**src/rtl/read_resp_return_if.sv**
```systemverilog
// Read-response return bundle: backend beat, ID FIFO head/pop, frontend response, status and sticky errors.
// Latency: n/a (signal grouping only).
// Backpressure: frontend ready is the only stall; the backend beat path has no ready.
interface read_resp_return_if #(
    parameter int ID_WIDTH       = 5,
    parameter int DATA_WIDTH     = 64,
    parameter int BUF_DEPTH_LOG2 = 2
);
    logic                      i_rdata_valid;
    logic [DATA_WIDTH-1:0]     i_rdata;
    logic [ID_WIDTH-1:0]       i_id_data;
    logic                      i_id_empty;
    logic                      o_id_rd_en;
    logic                      o_resp_valid;
    logic                      i_resp_ready;
    logic [ID_WIDTH-1:0]       o_resp_id;
    logic [DATA_WIDTH-1:0]     o_resp_data;
    logic [BUF_DEPTH_LOG2:0]   o_buf_count;
    logic                      o_buf_full;
    logic                      i_err_clr;
    logic                      o_err_overflow;
    logic                      o_err_orphan;
    logic                      o_err_timeout;

    modport slave (
        input  i_rdata_valid, i_rdata, i_id_data, i_id_empty, i_resp_ready, i_err_clr,
        output o_id_rd_en, o_resp_valid, o_resp_id, o_resp_data, o_buf_count, o_buf_full,
               o_err_overflow, o_err_orphan, o_err_timeout
    );

    modport master (
        output i_rdata_valid, i_rdata, i_id_data, i_id_empty, i_resp_ready, i_err_clr,
        input  o_id_rd_en, o_resp_valid, o_resp_id, o_resp_data, o_buf_count, o_buf_full,
               o_err_overflow, o_err_orphan, o_err_timeout
    );
endinterface

```
**src/rtl/read_resp_return.sv**
```systemverilog
// Pairs backend read beats with the oldest ID FIFO entry and queues {id, data}; READ_RESP_TIMEOUT_EN adds a watchdog.
// Latency: 1 cycle from beat to o_resp_valid on an empty queue.
// Backpressure: i_resp_ready stalls the queue; the backend cannot stall, so beats are dropped when full.
module read_resp_return #(
    parameter int ID_WIDTH       = 5,
    parameter int DATA_WIDTH     = 64,
    parameter int BUF_DEPTH_LOG2 = 2,
    parameter int TIMEOUT_CYCLES = 255
) (
    input  logic             i_clk,
    input  logic             i_rst,
    read_resp_return_if.slave bus
);
    localparam int DEPTH = 1 << BUF_DEPTH_LOG2;
    localparam int PW    = BUF_DEPTH_LOG2 + 1;

    typedef struct packed {
        logic [ID_WIDTH-1:0]   id;
        logic [DATA_WIDTH-1:0] dat;
    } resp_t;

    resp_t           mem [DEPTH];
    logic [PW-1:0]   wr_ptr;
    logic [PW-1:0]   rd_ptr;
    logic [PW-1:0]   count;
    logic            full;
    logic            resp_vld;
    logic            pop;
    logic            id_pop;
    logic            push;
    logic            ovf_evt;
    logic            orph_evt;
    logic            err_ovf;
    logic            err_orph;
    resp_t           head;

    assign count    = wr_ptr - rd_ptr;
    assign full     = (count == PW'(DEPTH));
    assign resp_vld = (count != '0);
    assign pop      = resp_vld && bus.i_resp_ready;
    // The ID is consumed even when the beat is dropped so IDs stay aligned with data.
    assign id_pop   = bus.i_rdata_valid && !bus.i_id_empty;
    assign push     = id_pop && (!full || pop);
    assign ovf_evt  = id_pop && full && !pop;
    assign orph_evt = bus.i_rdata_valid && bus.i_id_empty;
    assign head     = mem[rd_ptr[BUF_DEPTH_LOG2-1:0]];

    always_ff @(posedge i_clk) begin
        if (i_rst) begin
            wr_ptr <= '0;
            rd_ptr <= '0;
        end else begin
            if (push) wr_ptr <= wr_ptr + PW'(1);
            if (pop)  rd_ptr <= rd_ptr + PW'(1);
        end
    end

    always_ff @(posedge i_clk) begin
        if (push) mem[wr_ptr[BUF_DEPTH_LOG2-1:0]] <= '{id: bus.i_id_data, dat: bus.i_rdata};
    end

    // Sticky flags: a coincident set event beats the clear.
    always_ff @(posedge i_clk) begin
        if (i_rst) begin
            err_ovf  <= 1'b0;
            err_orph <= 1'b0;
        end else begin
            if (ovf_evt)            err_ovf <= 1'b1;
            else if (bus.i_err_clr) err_ovf <= 1'b0;
            if (orph_evt)           err_orph <= 1'b1;
            else if (bus.i_err_clr) err_orph <= 1'b0;
        end
    end

    assign bus.o_id_rd_en     = id_pop;
    assign bus.o_resp_valid   = resp_vld;
    assign bus.o_resp_id      = resp_vld ? head.id  : '0;
    assign bus.o_resp_data    = resp_vld ? head.dat : '0;
    assign bus.o_buf_count    = count;
    assign bus.o_buf_full     = full;
    assign bus.o_err_overflow = err_ovf;
    assign bus.o_err_orphan   = err_orph;

`ifdef READ_RESP_TIMEOUT_EN
    localparam int            TW      = $clog2(TIMEOUT_CYCLES + 1);
    localparam logic [TW-1:0] TMO_MAX = TW'(TIMEOUT_CYCLES);

    logic [TW-1:0] tmo_cnt;
    logic          tmo_inc;
    logic          tmo_hit;
    logic          err_tmo;

    // Counts only while an ID is outstanding and no beat shows up.
    assign tmo_inc = !bus.i_id_empty && !bus.i_rdata_valid;
    assign tmo_hit = tmo_inc && (tmo_cnt >= TMO_MAX - TW'(1));

    always_ff @(posedge i_clk) begin
        if (i_rst) begin
            tmo_cnt <= '0;
            err_tmo <= 1'b0;
        end else begin
            if (!tmo_inc)               tmo_cnt <= '0;
            else if (tmo_cnt != TMO_MAX) tmo_cnt <= tmo_cnt + TW'(1);
            if (tmo_hit)                err_tmo <= 1'b1;
            else if (bus.i_err_clr)     err_tmo <= 1'b0;
        end
    end

    assign bus.o_err_timeout = err_tmo;
`else
    logic unused_tmo_cfg;
    assign unused_tmo_cfg    = ^TIMEOUT_CYCLES;
    assign bus.o_err_timeout = 1'b0;
`endif
endmodule
```
**src/flat_wrapper.sv**
```systemverilog
// flat-port wrapper written by rule: the top's interface ports become plain ports
module read_resp_return_flat 
#(
    parameter int ID_WIDTH       = 5,
    parameter int DATA_WIDTH     = 64,
    parameter int BUF_DEPTH_LOG2 = 2,
    parameter int TIMEOUT_CYCLES = 255
)
  (i_clk, i_rst, bus_i_rdata_valid, bus_i_rdata, bus_i_id_data, bus_i_id_empty, bus_i_resp_ready, bus_i_err_clr, bus_o_id_rd_en, bus_o_resp_valid, bus_o_resp_id, bus_o_resp_data, bus_o_buf_count, bus_o_buf_full, bus_o_err_overflow, bus_o_err_orphan, bus_o_err_timeout);
  read_resp_return_if #(.ID_WIDTH(ID_WIDTH), .DATA_WIDTH(DATA_WIDTH), .BUF_DEPTH_LOG2(BUF_DEPTH_LOG2)) bus_i ();
  input  logic i_clk;
  input  logic i_rst;
  input wire logic [$bits(bus_i.i_rdata_valid)-1:0] bus_i_rdata_valid;
  input wire logic [$bits(bus_i.i_rdata)-1:0] bus_i_rdata;
  input wire logic [$bits(bus_i.i_id_data)-1:0] bus_i_id_data;
  input wire logic [$bits(bus_i.i_id_empty)-1:0] bus_i_id_empty;
  input wire logic [$bits(bus_i.i_resp_ready)-1:0] bus_i_resp_ready;
  input wire logic [$bits(bus_i.i_err_clr)-1:0] bus_i_err_clr;
  output wire logic [$bits(bus_i.o_id_rd_en)-1:0] bus_o_id_rd_en;
  output wire logic [$bits(bus_i.o_resp_valid)-1:0] bus_o_resp_valid;
  output wire logic [$bits(bus_i.o_resp_id)-1:0] bus_o_resp_id;
  output wire logic [$bits(bus_i.o_resp_data)-1:0] bus_o_resp_data;
  output wire logic [$bits(bus_i.o_buf_count)-1:0] bus_o_buf_count;
  output wire logic [$bits(bus_i.o_buf_full)-1:0] bus_o_buf_full;
  output wire logic [$bits(bus_i.o_err_overflow)-1:0] bus_o_err_overflow;
  output wire logic [$bits(bus_i.o_err_orphan)-1:0] bus_o_err_orphan;
  output wire logic [$bits(bus_i.o_err_timeout)-1:0] bus_o_err_timeout;
  assign bus_i.i_rdata_valid = bus_i_rdata_valid;
  assign bus_i.i_rdata = bus_i_rdata;
  assign bus_i.i_id_data = bus_i_id_data;
  assign bus_i.i_id_empty = bus_i_id_empty;
  assign bus_i.i_resp_ready = bus_i_resp_ready;
  assign bus_i.i_err_clr = bus_i_err_clr;
  assign bus_o_id_rd_en = bus_i.o_id_rd_en;
  assign bus_o_resp_valid = bus_i.o_resp_valid;
  assign bus_o_resp_id = bus_i.o_resp_id;
  assign bus_o_resp_data = bus_i.o_resp_data;
  assign bus_o_buf_count = bus_i.o_buf_count;
  assign bus_o_buf_full = bus_i.o_buf_full;
  assign bus_o_err_overflow = bus_i.o_err_overflow;
  assign bus_o_err_orphan = bus_i.o_err_orphan;
  assign bus_o_err_timeout = bus_i.o_err_timeout;
  read_resp_return #(.ID_WIDTH(ID_WIDTH), .DATA_WIDTH(DATA_WIDTH), .BUF_DEPTH_LOG2(BUF_DEPTH_LOG2), .TIMEOUT_CYCLES(TIMEOUT_CYCLES)) u_core (.i_clk(i_clk), .i_rst(i_rst), .bus(bus_i));
endmodule
```
**config.mk**
```make
export PLATFORM = sky130hd
export DESIGN_NAME = read_resp_return_flat
export DESIGN_NICKNAME = d
export VERILOG_FILES = /design/src/rtl/read_resp_return_if.sv /design/src/rtl/read_resp_return.sv /design/src/flat_wrapper.sv
export SDC_FILE = /design/constraint.sdc
export NUM_CORES = 1
export LEC_CHECK = 0
export ABC_CLOCK_PERIOD_IN_PS = 9300
export CELL_PAD_IN_SITES_DETAIL_PLACEMENT = 1
export CELL_PAD_IN_SITES_GLOBAL_PLACEMENT = 2
export CORE_MARGIN = 2
export CORE_UTILIZATION = 45
export CTS_CLUSTER_DIAMETER = 100
export DETAILED_ROUTE_END_ITERATION = 8
export HOLD_SLACK_MARGIN = 0.03
export PLACE_DENSITY_LB_ADDON = 0.1
export SLEW_MARGIN = 20
export SYNTH_ARGS = -nofsm -noshare
export SYNTH_HDL_FRONTEND = slang
export SYNTH_SLANG_ARGS = --single-unit
```
**constraint.sdc**
```tcl
create_clock -name i_clk -period 9.3 [get_ports i_clk]
set_input_delay 1.86 -clock i_clk [delete_from_list [all_inputs] [get_ports i_clk]]
set_output_delay 1.86 -clock i_clk [all_outputs]
set_load 0.05 [all_outputs]
```
== After elaboration in Yosys (flattened, before gate mapping) ==
Memory sizes are Yosys's and may differ from the RTL's. A register that Yosys moved wholly into a read port is not among the register bits.
Index checks and enable logic that the tools add are counted.

* Bits in registers: 8
* Memory bits (read-only): 0
* Memory bits (writable): 276
* Memories: 1
* Latch bits: 0
* Word-level logic and storage cells: 31

* $add $sub $neg: 3
* Equality and inequality tests: 1
* Bitwise logic cells: 0
* Multipliers: 0
* Div/mod/pow operators: 0
* Reduce and logical (&&, ||, !) cells: 13
* Order comparisons: 0
* Shift operators: 0
* Muxes and demuxes: 9

{| class="wikitable"
|+ Memories
! memory !! depth !! width !! rd ports !! clocked after memory_dff !! write ports !! line !! source
|-
| u_core.mem || 4 || 69 || 1 || 1 || 1 || read_resp_return.sv:22 || <nowiki>resp_t mem [DEPTH];</nowiki>
|}

{| class="wikitable"
|+ Operators with widths
! cell !! number
|-
| $mux W64 || 1
|-
| $add A3 B1 Y3 const B || 2
|-
| $logic_and A1 B1 Y1 || 6
|-
| $mux W1 || 5
|-
| $mux W5 || 1
|-
| $mux W2 || 2
|-
| $reduce_bool A2 Y1 || 2
|-
| $eq A3 B3 Y1 const B || 1
|-
| $logic_not A1 Y1 || 3
|-
| $reduce_bool A3 Y1 || 1
|-
| $sub A3 B3 Y3 || 1
|-
| $logic_or A1 B1 Y1 || 1
|}

== Depth between registers and ports, before layout ==
Gate-level depths: netlist (run 1).

* Depth in word-level cells: 7
* Mapped depth: 8

== Worst setup path after synthesis (run 1) ==
No wires, ideal clock.

* Kind: in2reg
* Start point: input bus_i_rdata_valid
* End point: memory u_core.mem[0][0] in the netlist's numbering (enable)
* Slack: 4146 ps
* Setup time: 435 ps
* Buffers on the path: 0
* Cell stages on the path: 3
* Data required time: 8865 ps
* Data arrival time: 4719 ps
* Path through: nor2b_1 a21boi_2 and2_1

* Cells in the longest elaborated chain, start to end: 4

{| class="wikitable"
|+ Ends and longest elaborated chain
! item !! line !! source
|-
| start: declaration || flat_wrapper.sv:13 || <nowiki>input wire logic [$bits(bus_i.i_rdata_valid)-1:0] bus_i_rdata_valid;</nowiki>
|-
| $logic_and A1 B1 Y1 || read_resp_return.sv:42 || <nowiki>assign id_pop = bus.i_rdata_valid && !bus.i_id_empty;</nowiki>
|-
| $logic_and A1 B1 Y1 || read_resp_return.sv:43 || <nowiki>assign push = id_pop && (!full || pop);</nowiki>
|-
| $mux W1 || read_resp_return.sv:59 || <nowiki>if (push) mem[wr_ptr[BUF_DEPTH_LOG2-1:0]] <= '{id: bus.i_id_data, dat: bus.i_rdata};</nowiki>
|-
| $mux W1 (implied by the code) || read_resp_return.sv:59 ||
|-
| end: declaration || read_resp_return.sv:22 ||
|}

Every way passes these cells.

== Worst setup path after layout (run 1) ==
* Start point: register u_core.wr_ptr[0]
* End point: output bus_o_resp_data[30]

* Cells in the longest elaborated chain, start to end: 3

{| class="wikitable"
|+ Ends and longest elaborated chain
! item !! line !! source
|-
| start: declaration || read_resp_return.sv:23 || <nowiki>logic [PW-1:0] wr_ptr;</nowiki>
|-
| start signal: assignment || read_resp_return.sv:53 || <nowiki>if (push) wr_ptr <= wr_ptr + PW'(1);</nowiki>
|-
| $sub A3 B3 Y3 || read_resp_return.sv:37 || <nowiki>assign count = wr_ptr - rd_ptr;</nowiki>
|-
| $reduce_bool A3 Y1 || read_resp_return.sv:39 || <nowiki>assign resp_vld = (count != '0);</nowiki>
|-
| $mux W64 || read_resp_return.sv:78 || <nowiki>assign bus.o_resp_data = resp_vld ? head.dat : '0;</nowiki>
|-
| end: declaration || flat_wrapper.sv:22 || <nowiki>output wire logic [$bits(bus_i.o_resp_data)-1:0] bus_o_resp_data;</nowiki>
|}

Every way passes these cells.

==> results of run 1 <==
## power by group
part	internal, W	switching [W]	total, W
clock network	0.000627	0.000459	0.00109
registers	0.00147	0.0000609	0.00153
logic	0.000694	0.00125	0.00194
total	0.00279	0.00177	0.00455
## area by class of cell
type | count | area [um2]
timing repair buffer | 158 | 1580
inverter | 7 | 26.3
clock inverter | 14 | 119
fill | 2077 | 10400
sequential | 286 | 8500
tap | 324 | 405
antenna | 1 | 2.50
clock buffer | 38 | 759
multi-input combinational | 185 | 2410
## sequential cells by signal (all words and copies together), names as in the netlist, named ones only
name,flops
u_core.wr_ptr,3
u_core.bus.o_err_orphan,1
u_core.mem,276
u_core.rd_ptr,3
u_core.bus.o_err_overflow,1
## layout by cell type (no fill, tap or decap), types with 5 or more instances in the layout
| cell type | instances |
|---|---|
| edfxtp_1 | 276 |
| ha_1 | 6 |
| clkdlybuf4s50_1 | 151 |
| mux4_2 | 69 |
| buf_4 | 6 |
| and2b_1 | 10 |
| clkbuf_16 | 29 |
| dfxtp_1 | 8 |
| nand2b_1 | 5 |
| nor2_1 | 7 |
| inv_1 | 6 |
| nor2b_1 | 63 |
| clkinv_1 | 6 |
| clkbuf_1 | 9 |
## stage by stage
| stage | total power (W) | std cells | hold WS, ns | setup WS, ns |
|---|---|---|---|---|
| after floorplan | 0.00288 | 503 | 0.482 | 4.15 |
| after global placement | 0.00351 | 959 | 0.460 | 3.97 |
| after detailed placement | 0.00353 | 959 | 0.471 | 3.96 |
| after CTS | 0.00462 | 1011 | 0.482 | 3.53 |
| after global routing | 0.00473 | 1013 | 0.513 | 3.37 |
| final | 0.00455 | 1013 | 0.493 | 3.63 |
## kinds of logic after synthesis
logic type / synth area share
flip-flops: 0.770
AND/OR/NAND/NOR: 0.0529
multiplexers: 0.148
buffers and inverters: 0.0128
adder cells (fa/ha/maj): 0.00862
AO/OA/AOI/OAI: 0.00533
other: 0.000340
XOR/XNOR: 0.00216
## critical path: stages (launching register included)
cell and delay, ns:
dfxtp_1 0.39, inv_1 0.11, ha_1 0.21, fa_1 0.38, xnor3_2 0.32, inv_2 0.09
nor2_4 0.10, buf_4 0.68, and2b_1 0.27, clkdlybuf4s50_1 0.69
## path summary, 6_finish.rpt
| check | from | to | slack, ns | depth (start not counted) |
|---|---|---|---|---|
| setup / recovery | u_core.wr_ptr[0]$_SDFFE_PP0P_ | bus_o_resp_data[30] | 3.63 | 9 |
| hold / removal | u_core.bus.o_err_orphan$_SDFFE_PP0P_ | u_core.bus.o_err_orphan$_SDFFE_PP0P_ | 0.49 | 2 |
| setup reg to reg | u_core.wr_ptr[0]$_SDFFE_PP0P_ | u_core.mem[0][34]$_DFFE_PP_ | 5.92 | 8 |
| hold reg to reg | u_core.bus.o_err_orphan$_SDFFE_PP0P_ | u_core.bus.o_err_orphan$_SDFFE_PP0P_ | 0.49 | 2 |
## routing by layer
layer	global-route usage	vias to the layer above	share of wire	routed length, um
met5	0	-	0	0
met4	0.0397	0	0.018	395
met3	0.0351	27	0.045	978
met2	0.293	139	0.50	10900
met1	0.231	2733	0.44	9480
li1	-	2353	-	-
==> metrics.csv, run 1 <==
metric,value,unit
hp-class,flop to flop,
synth-seq-area-share,0.770,
rsz0062_at_grt,no,
wl_per_cell,21.5,um
die_w,161,um
critPathArrivalTime,3.81,ns
grt_util_all_layers,0.172,
numCtsBuffers,29,
yosys.area.top_type,edfxtp_1,
synth_common_cells,"edfxtp_1, mux4_2, nor2b_1",
grt_pass1_wl,33900,um
worstPathMaxFanout,70,
leakage,4.39,nW
synth.most_common_cell,edfxtp_1,
cts_hold_buf,0,
fin_setup_tns,0,ns
min_period_over_period,0.610,
dr.first_iter.drc_count,304,
ys_types,29,
setup_violations,0,
synth_nets,585,
worst_slew_pin_slew,0.863,ns
die_area,25800,um2
drt-total-wl,21800,um
grt_max_degree,71,
clk_pin_slew,0.06,ns
max-slew-margin-rel,0.424,
grt_pass1_vias,5934,
drt_pass1_iterations,4,
port_buffers,151,
ir_worst_vdd,0.371,mV
gp_congestion,0.728,
final_area,13800,um2
routed_via_density,5.18,
status,finished clean,
die_height,161,um
postRouteAntennaNets,0,
finClkSkew,0.00902,ns
clk_latency,0.52,ns
vias,5252,
synth_area_leaders,"edfxtp_1, mux4_2, nor2b_1, dfxtp_1, and2b_1",
period_needed,5.67,ns
htreeDepth,1,
ys_ff_latch,286,
cts_resized,0,
async_flop_share,0,
finalHoldViolCount,0,
syn2layout_area_growth,25.1,%
synth_edf_count,276,
maxCapViolations,0,
critPathRequiredTime,7.44,ns
power_density,330,nW/um2
synth_flop_cell,edfxtp_1,
pin_count,153,
maxSlewViolCount,0,
crit_type,flop to output port,
synth.avg_cell_area,21.9,um2
fmax,0.176,GHz
start_util,0.456,
root_buffer,clkbuf_16,
nNetsFinal,749,
synth_top_cell_area_share,0.752,
cts.sinks,286,
postCtsSetupBuffers,0,
drive_gt1_frac,0.186,
yosys_warnings,0,
end_kind,output port,
drc_errors,0,
core.rowCount,57,
core-area,24200,um2
antenna_found_initial,1,
place_hpwl,12400,um
syn_area,11000,um2
grt-ovfl-total,0,
placed_area,12900,um2
cts_tree,built,
start_kind,flop,
post-route-util,0.570,
clockBufferDepth,3,
synthCells,503,
Power figures use the tool's default switching activity.
==> run 2, diff against run 1 <==
--- a/config.mk
+++ b/config.mk
@@ -5,11 +5,11 @@
 export SDC_FILE = /design/constraint.sdc
 export NUM_CORES = 1
 export LEC_CHECK = 0
-export ABC_CLOCK_PERIOD_IN_PS = 9300
+export ABC_CLOCK_PERIOD_IN_PS = 5900
 export CELL_PAD_IN_SITES_DETAIL_PLACEMENT = 1
 export CELL_PAD_IN_SITES_GLOBAL_PLACEMENT = 2
 export CORE_MARGIN = 2
-export CORE_UTILIZATION = 45
+export CORE_UTILIZATION = 42
 export CTS_CLUSTER_DIAMETER = 100
 export DETAILED_ROUTE_END_ITERATION = 8
 export HOLD_SLACK_MARGIN = 0.03
==> constraint.sdc (replaced) <==
create_clock -name i_clk -period 5.9 [get_ports i_clk]
set_input_delay 1.18 -clock i_clk [delete_from_list [all_inputs] [get_ports i_clk]]
set_output_delay 1.18 -clock i_clk [all_outputs]
set_load 0.05 [all_outputs]
==> run 2 against run 1 <==
Effect of this change:
- wire length is 2.1% higher
- clock-buffer cell count stayed put
- critical path type unchanged
- die area is 7.0% higher
- register-to-register slack worse by 3.3 ns
- critical endpoint is now bus_o_resp_data[19]
- cell count is 1.5% higher
- utilization is 3.2 points lower
==> metrics.csv, run 2 (same netlist as run 1, synthesis figures left out) <==
metric,value,unit,change
max-slew-margin-rel,0.383,,-0.0415
grt_pass1_wl,35100,um,+3.5%
place_ws,1.34,ns,-2.62 ns
vias,5279,,+0.51%
wl_per_cell,21.6,um,+0.64%
core-area,25900,um2,+7.2%
die_w,166,um,+3.4%
grt-ovfl-total,0,,unchanged
nNetsFinal,751,,+0.27%
crit_type,flop to output port,,
drive_gt1_frac,0.197,,+0.0105
wl_met1,9480,um,about the same
port_buffers,151,,unchanged
core.rowCount,59,,+3.5%
postRouteAntennaNets,0,,unchanged
critPathRequiredTime,4.72,ns,-2.72 ns
wl_met2,11400,um,+4.7%
postCtsSetupBuffers,0,,unchanged
maxCapViolations,0,,unchanged
setup_violations,0,,unchanged
numCtsBuffers,31,,+6.9%
hp-class,flop to flop,,
die_height,166,um,+3.4%
power,0.00736,W,+62%
drt-total-wl,22200,um,+2.1%
n_fill_cell,2263,,+9.0%
rsz0062_at_grt,no,,
final_area,13900,um2,+1.1%
cts_tree,built,,
ir_worst_vdd,0.354,mV,-4.6%
die_area,27600,um2,+7.0%
fin_setup_tns,0,ns,unchanged
leakage,4.47,nW,+1.7%
period_needed,5.04,ns,
start_kind,flop,,
grt_pass1_vias,5905,,-0.49%
grt_util_all_layers,0.164,,-0.00773
htreeDepth,1,,unchanged
end_kind,output port,,
place_hpwl,12600,um,+2.1%
dr.first_iter.drc_count,306,,+0.66%
status,finished clean,,
clockBufferDepth,3,,unchanged
antenna_found_initial,1,,unchanged
drt_pass1_iterations,4,,unchanged
cts.sinks,286,,unchanged
drc_errors,0,,unchanged
placed_area,12900,um2,+0.30%
finalHoldViolCount,0,,unchanged
worstPathMaxFanout,46,,-34%
setup_ws,0.864,ns,-2.77 ns
finClkSkew,0.0101,ns,+0.00104 ns
critPathArrivalTime,3.86,ns,+0.05 ns
fmax,0.199,GHz,
clk_pin_slew,0.06,ns,about the same
power_density,528,nW/um2,+60%
layout_commonest_cell,edfxtp_1,,
top_layer,met4,,
maxSlewViolCount,0,,unchanged
dr_wl_met3,1050,um,+6.9%
cts_resized,0,,unchanged
cts_hold_buf,0,,unchanged
min_period_over_period,0.854,,
routed_via_density,5.14,,-0.95%
post-route-util,0.538,,-0.0323
worst_slew_pin_slew,0.926,ns,+0.0623 ns
root_buffer,clkbuf_16,,
final_cell_mix,"edfxtp_1, clkdlybuf4s50_1, mux4_2",,
gp_congestion,0.671,,-7.7%
start_util,0.426,,-0.0305
largest_reg_flops,276,,unchanged
clk_latency,0.54,ns,+0.02 ns
grt_max_degree,70,,-1.4%
syn2layout_area_growth,26.4,%,
pin_count,153,,unchanged
-- run 2: cell types whose count changed in the layout (fill, tap and decap cells not counted) --
cell and change:
clkinv_2 +5, buf_12 +2, buf_4 -2, bufinv_16 +2, clkbuf_1 -2, clkbuf_16 +2
clkinv_1 -2, clkinvlp_4 -1
-- run 2: worst max-delay path, cell delays in order (launching register included) --
cell	delay, ns
dfxtp_1	0.39
inv_1	0.11
ha_1	0.20
fa_1	0.37
xnor3_2	0.30
inv_2	0.08
nor2_4	0.60
buf_12	0.31
and2b_1	0.22
clkdlybuf4s50_1	0.69
-- run 2: stage by stage --
stage                     cells  hold WS, ns
after CTS                  1026        0.478
after detailed placement    970        0.467
after global placement      970        0.459
after global routing       1027        0.491
final                      1028        0.478
after floorplan             503        0.482
-- run 2: path summary, 6_finish.rpt --
check                                        from                                   end  slack (ns)  depth (start not counted)
max                 u_core.wr_ptr[0]$_SDFFE_PP0P_                   bus_o_resp_data[19]        0.86                          9
min          u_core.bus.o_err_orphan$_SDFFE_PP0P_  u_core.bus.o_err_orphan$_SDFFE_PP0P_        0.48                          2
max reg2reg         u_core.wr_ptr[0]$_SDFFE_PP0P_           u_core.mem[0][12]$_DFFE_PP_        2.60                          8
min reg2reg  u_core.bus.o_err_orphan$_SDFFE_PP0P_  u_core.bus.o_err_orphan$_SDFFE_PP0P_        0.48                          2
-- run 2: final cells by class --
type,count,area (um2),area share
timing repair buffer,158,1600,0.115
clock inverter,18,189,0.0136
sequential,286,8500,0.609
antenna,1,2.50,0.000179
tap,335,419,0.0301
inverter,7,26.3,0.00188
clock buffer,38,802,0.0575
multi-input combinational,185,2410,0.173
-- run 2: power breakdown --
group	total, W	switching, W	leakage, nW	internal, W
combinational	0.00306	0.00194	1.39	0.00112
sequential	0.00242	0.000109	2.59	0.00232
clock	0.00187	0.000741	0.492	0.00113
total	0.00736	0.00279	4.47	0.00457
-- run 2: per-layer routing --
layer,vias to the layer above,global-route usage
li1,2360,-
met1,2764,0.221
met2,129,0.282
met3,26,0.0329
met4,0,0.0321
met5,-,0
==> run 3, diff against run 2 <==
--- a/config.mk
+++ b/config.mk
@@ -14,6 +14,7 @@
 export DETAILED_ROUTE_END_ITERATION = 8
 export HOLD_SLACK_MARGIN = 0.03
 export PLACE_DENSITY_LB_ADDON = 0.1
+export REMOVE_ABC_BUFFERS = 1
 export SLEW_MARGIN = 20
 export SYNTH_ARGS = -nofsm -noshare
 export SYNTH_HDL_FRONTEND = slang
==> run 3 against run 2 <==
Effect of this change:
- design area decreased by 0.49%
- utilization decreased by 0.27 points
- critical path depth unchanged
==> metrics.csv, run 3 (same netlist as run 1, synthesis figures left out) <==
metric,value,unit,change
status,finished clean,,
syn2layout_area_growth,25.8,%,
start_kind,flop,,
cts_resized,0,,unchanged
gp_congestion,0.720,,+7.3%
n_fill_cell,2306,,+1.9%
wl_per_cell,21.6,um,-0.18%
antenna_found_initial,1,,unchanged
finClkSkew,0.0106,ns,+0.000547 ns
drive_gt1_frac,0.196,,-0.000284
placed_area,12900,um2,about the same
postCtsSetupBuffers,0,,unchanged
start_util,0.426,,unchanged
cts_tree,built,,
htreeDepth,1,,unchanged
final_cell_mix,"edfxtp_1, clkdlybuf4s50_1, mux4_2",,
clk_pin_slew,0.06,ns,about the same
clk_latency,0.53,ns,about the same
end_kind,output port,,
grt_busiest_layer,met2,,
reg2regPathDepth,8,,unchanged
vias,5324,,+0.85%
grt.met1_usage,0.220,,-0.000736
largest_reg_flops,276,,unchanged
cpMaxStageDelayCell,clkdlybuf4s50_1,,
core-area,25900,um2,unchanged
ff2ff_setup_slack,2.53,ns,-0.07 ns
grt_util_met3,0.0267,,-0.00620
critPathArrivalTime,3.50,ns,-0.36 ns
drc_errors,0,,unchanged
slowest_delay,0.69,ns,about the same
worstPathMaxFanout,38,,-17%
critPathBufInv,4,,unchanged
place_hpwl,12900,um,+1.8%
power,0.00721,W,-2.1%
finalHoldViolCount,0,,unchanged
cp_cell_sequence,"inv_1, ha_1, fa_1, xnor3_2, inv_2, nor2_4, buf_4, and2b_1, clkdlybuf4s50_1",,
max-slew-margin-rel,0.379,,-0.00420
nNetsFinal,751,,unchanged
die_height,166,um,unchanged
grt_pass1_vias,6043,,+2.3%
min_period_over_period,0.793,,-0.0600
ir_worst_vdd,0.418,mV,+18%
crit_type,flop to output port,,
core.rowCount,59,,unchanged
hp-start,u_core.bus.o_err_orphan$_SDFFE_PP0P_,,
grt_max_degree,70,,unchanged
die_area,27600,um2,unchanged
postRouteAntennaNets,0,,unchanged
worst_slew_pin_slew,0.932,ns,+0.00631 ns
r2r_start,u_core.wr_ptr[0]$_SDFFE_PP0P_,,
path_delay_family,buffers and inverters,,
holdPathStages,2,,unchanged
period_needed,4.68,ns,-0.354 ns
routed_via_density,5.17,,+0.75%
place_ws,1.72,ns,+0.385 ns
hp-class,flop to flop,,
final_area,13900,um2,-0.49%
clockBufferDepth,3,,unchanged
grt_pass1_wl,35100,um,unchanged
fmax,0.214,GHz,+7.6%
fin_setup_tns,0,ns,unchanged
min_to,u_core.bus.o_err_orphan$_SDFFE_PP0P_,,
critPathRequiredTime,4.72,ns,about the same
grt_util_all_layers,0.164,,-0.000834
setup_violations,0,,unchanged
grt-ovfl-total,0,,unchanged
maxCapViolations,0,,unchanged
port_buffers,151,,unchanged
numCtsBuffers,30,,-3.2%
cts_hold_buf,0,,unchanged
power_density,520,nW/um2,-1.6%
root_buffer,clkbuf_16,,
maxSlewViolCount,0,,unchanged
leakage,4.43,nW,-0.82%
grt_use_met2,0.285,,+0.00271
cts.sinks,286,,unchanged
layout_commonest_cell,edfxtp_1,,
drt_pass1_iterations,6,,+2
drt-total-wl,22200,um,about the same
pin_count,153,,unchanged
dr.first_iter.drc_count,361,,+18%
setup_ws,1.22,ns,+0.354 ns
die_w,166,um,unchanged
rsz0062_at_grt,no,,
r2r_end,u_core.mem[2][62]$_DFFE_PP_,,
run 3: cell count changes in the layout (fill, tap and decap cells not counted):
cell | previous run | this run
bufinv_16 | 4 | 1
clkbuf_1 | 7 | 6
clkinv_1 | 4 | 6
buf_16 | 0 | 1
buf_4 | 4 | 6
buf_12 | 3 | 1
clkinvlp_4 | 0 | 2
run 3: report_power, final:
group	switching [W]	internal (W)	total, W	leakage, nW
Combinational	0.00196	0.00111	0.00307	1.39
Clock	0.000729	0.00100	0.00173	0.452
Sequential	0.0000926	0.00232	0.00241	2.59
Total	0.00278	0.00443	0.00721	4.43
run 3: area by class of cell:
| cell class | instances | area, um2 | area share |
|---|---|---|---|
| flip-flops and latches | 286 | 8500 | 0.612 |
| multi-input cells | 185 | 2410 | 0.173 |
| inverters | 7 | 26.3 | 0.00189 |
| well taps | 335 | 419 | 0.0302 |
| clock buffers | 37 | 798 | 0.0575 |
| clock inverters | 19 | 121 | 0.00875 |
| diodes | 1 | 2.50 | 0.000180 |
| repair buffers | 159 | 1600 | 0.116 |
run 3: worst max-delay path by stage:
stage,from,endpoint,slack [ns],depth (start not counted)
after detailed placement,u_core.wr_ptr[0]$_SDFFE_PP0P_,bus_o_resp_data[53],1.72,9
final,u_core.wr_ptr[0]$_SDFFE_PP0P_,bus_o_resp_data[53],1.22,9
after floorplan,flop,bus_o_resp_data[0],0.57,2
after CTS,u_core.wr_ptr[0]$_SDFFE_PP0P_,bus_o_resp_data[54],1.16,9
after global placement,u_core.wr_ptr[0]$_SDFFE_PP0P_,bus_o_resp_data[25],1.86,9
after global routing,u_core.wr_ptr[0]$_SDFFE_PP0P_,bus_o_resp_data[13],1.01,9
run 3: per-layer routing:
metal | wire length [um] | vias to the layer above | part of all wire
met5 | 0 | - | 0
met4 | 307 | 0 | 0.014
met3 | 1000 | 26 | 0.045
met2 | 11300 | 121 | 0.51
met1 | 9560 | 2815 | 0.43
li1 | - | 2362 | -
run 3: worst reg2reg max path, delay by kind of cell, from the launching register on:
family / cells / cell delay, ns
xor gates and xnor gates: 1 / 0.30
AOI/OAI and AO/OA: 1 / 0.32
DFF: 1 / 0.39
adders and majority gates: 2 / 0.57
buffers and inverters: 3 / 0.67
and+or+nand+nor: 1 / 0.78
run 3: metrics by stage:
stage / hold WS, ns / utilization / instances
after global routing: 0.521 / 0.535 / 1028
after detailed placement: 0.466 / 0.499 / 971
after floorplan: 0.481 / - / 478
final: 0.473 / 0.535 / 1029
after CTS: 0.480 / 0.534 / 1027
after global placement: 0.458 / 0.499 / 971
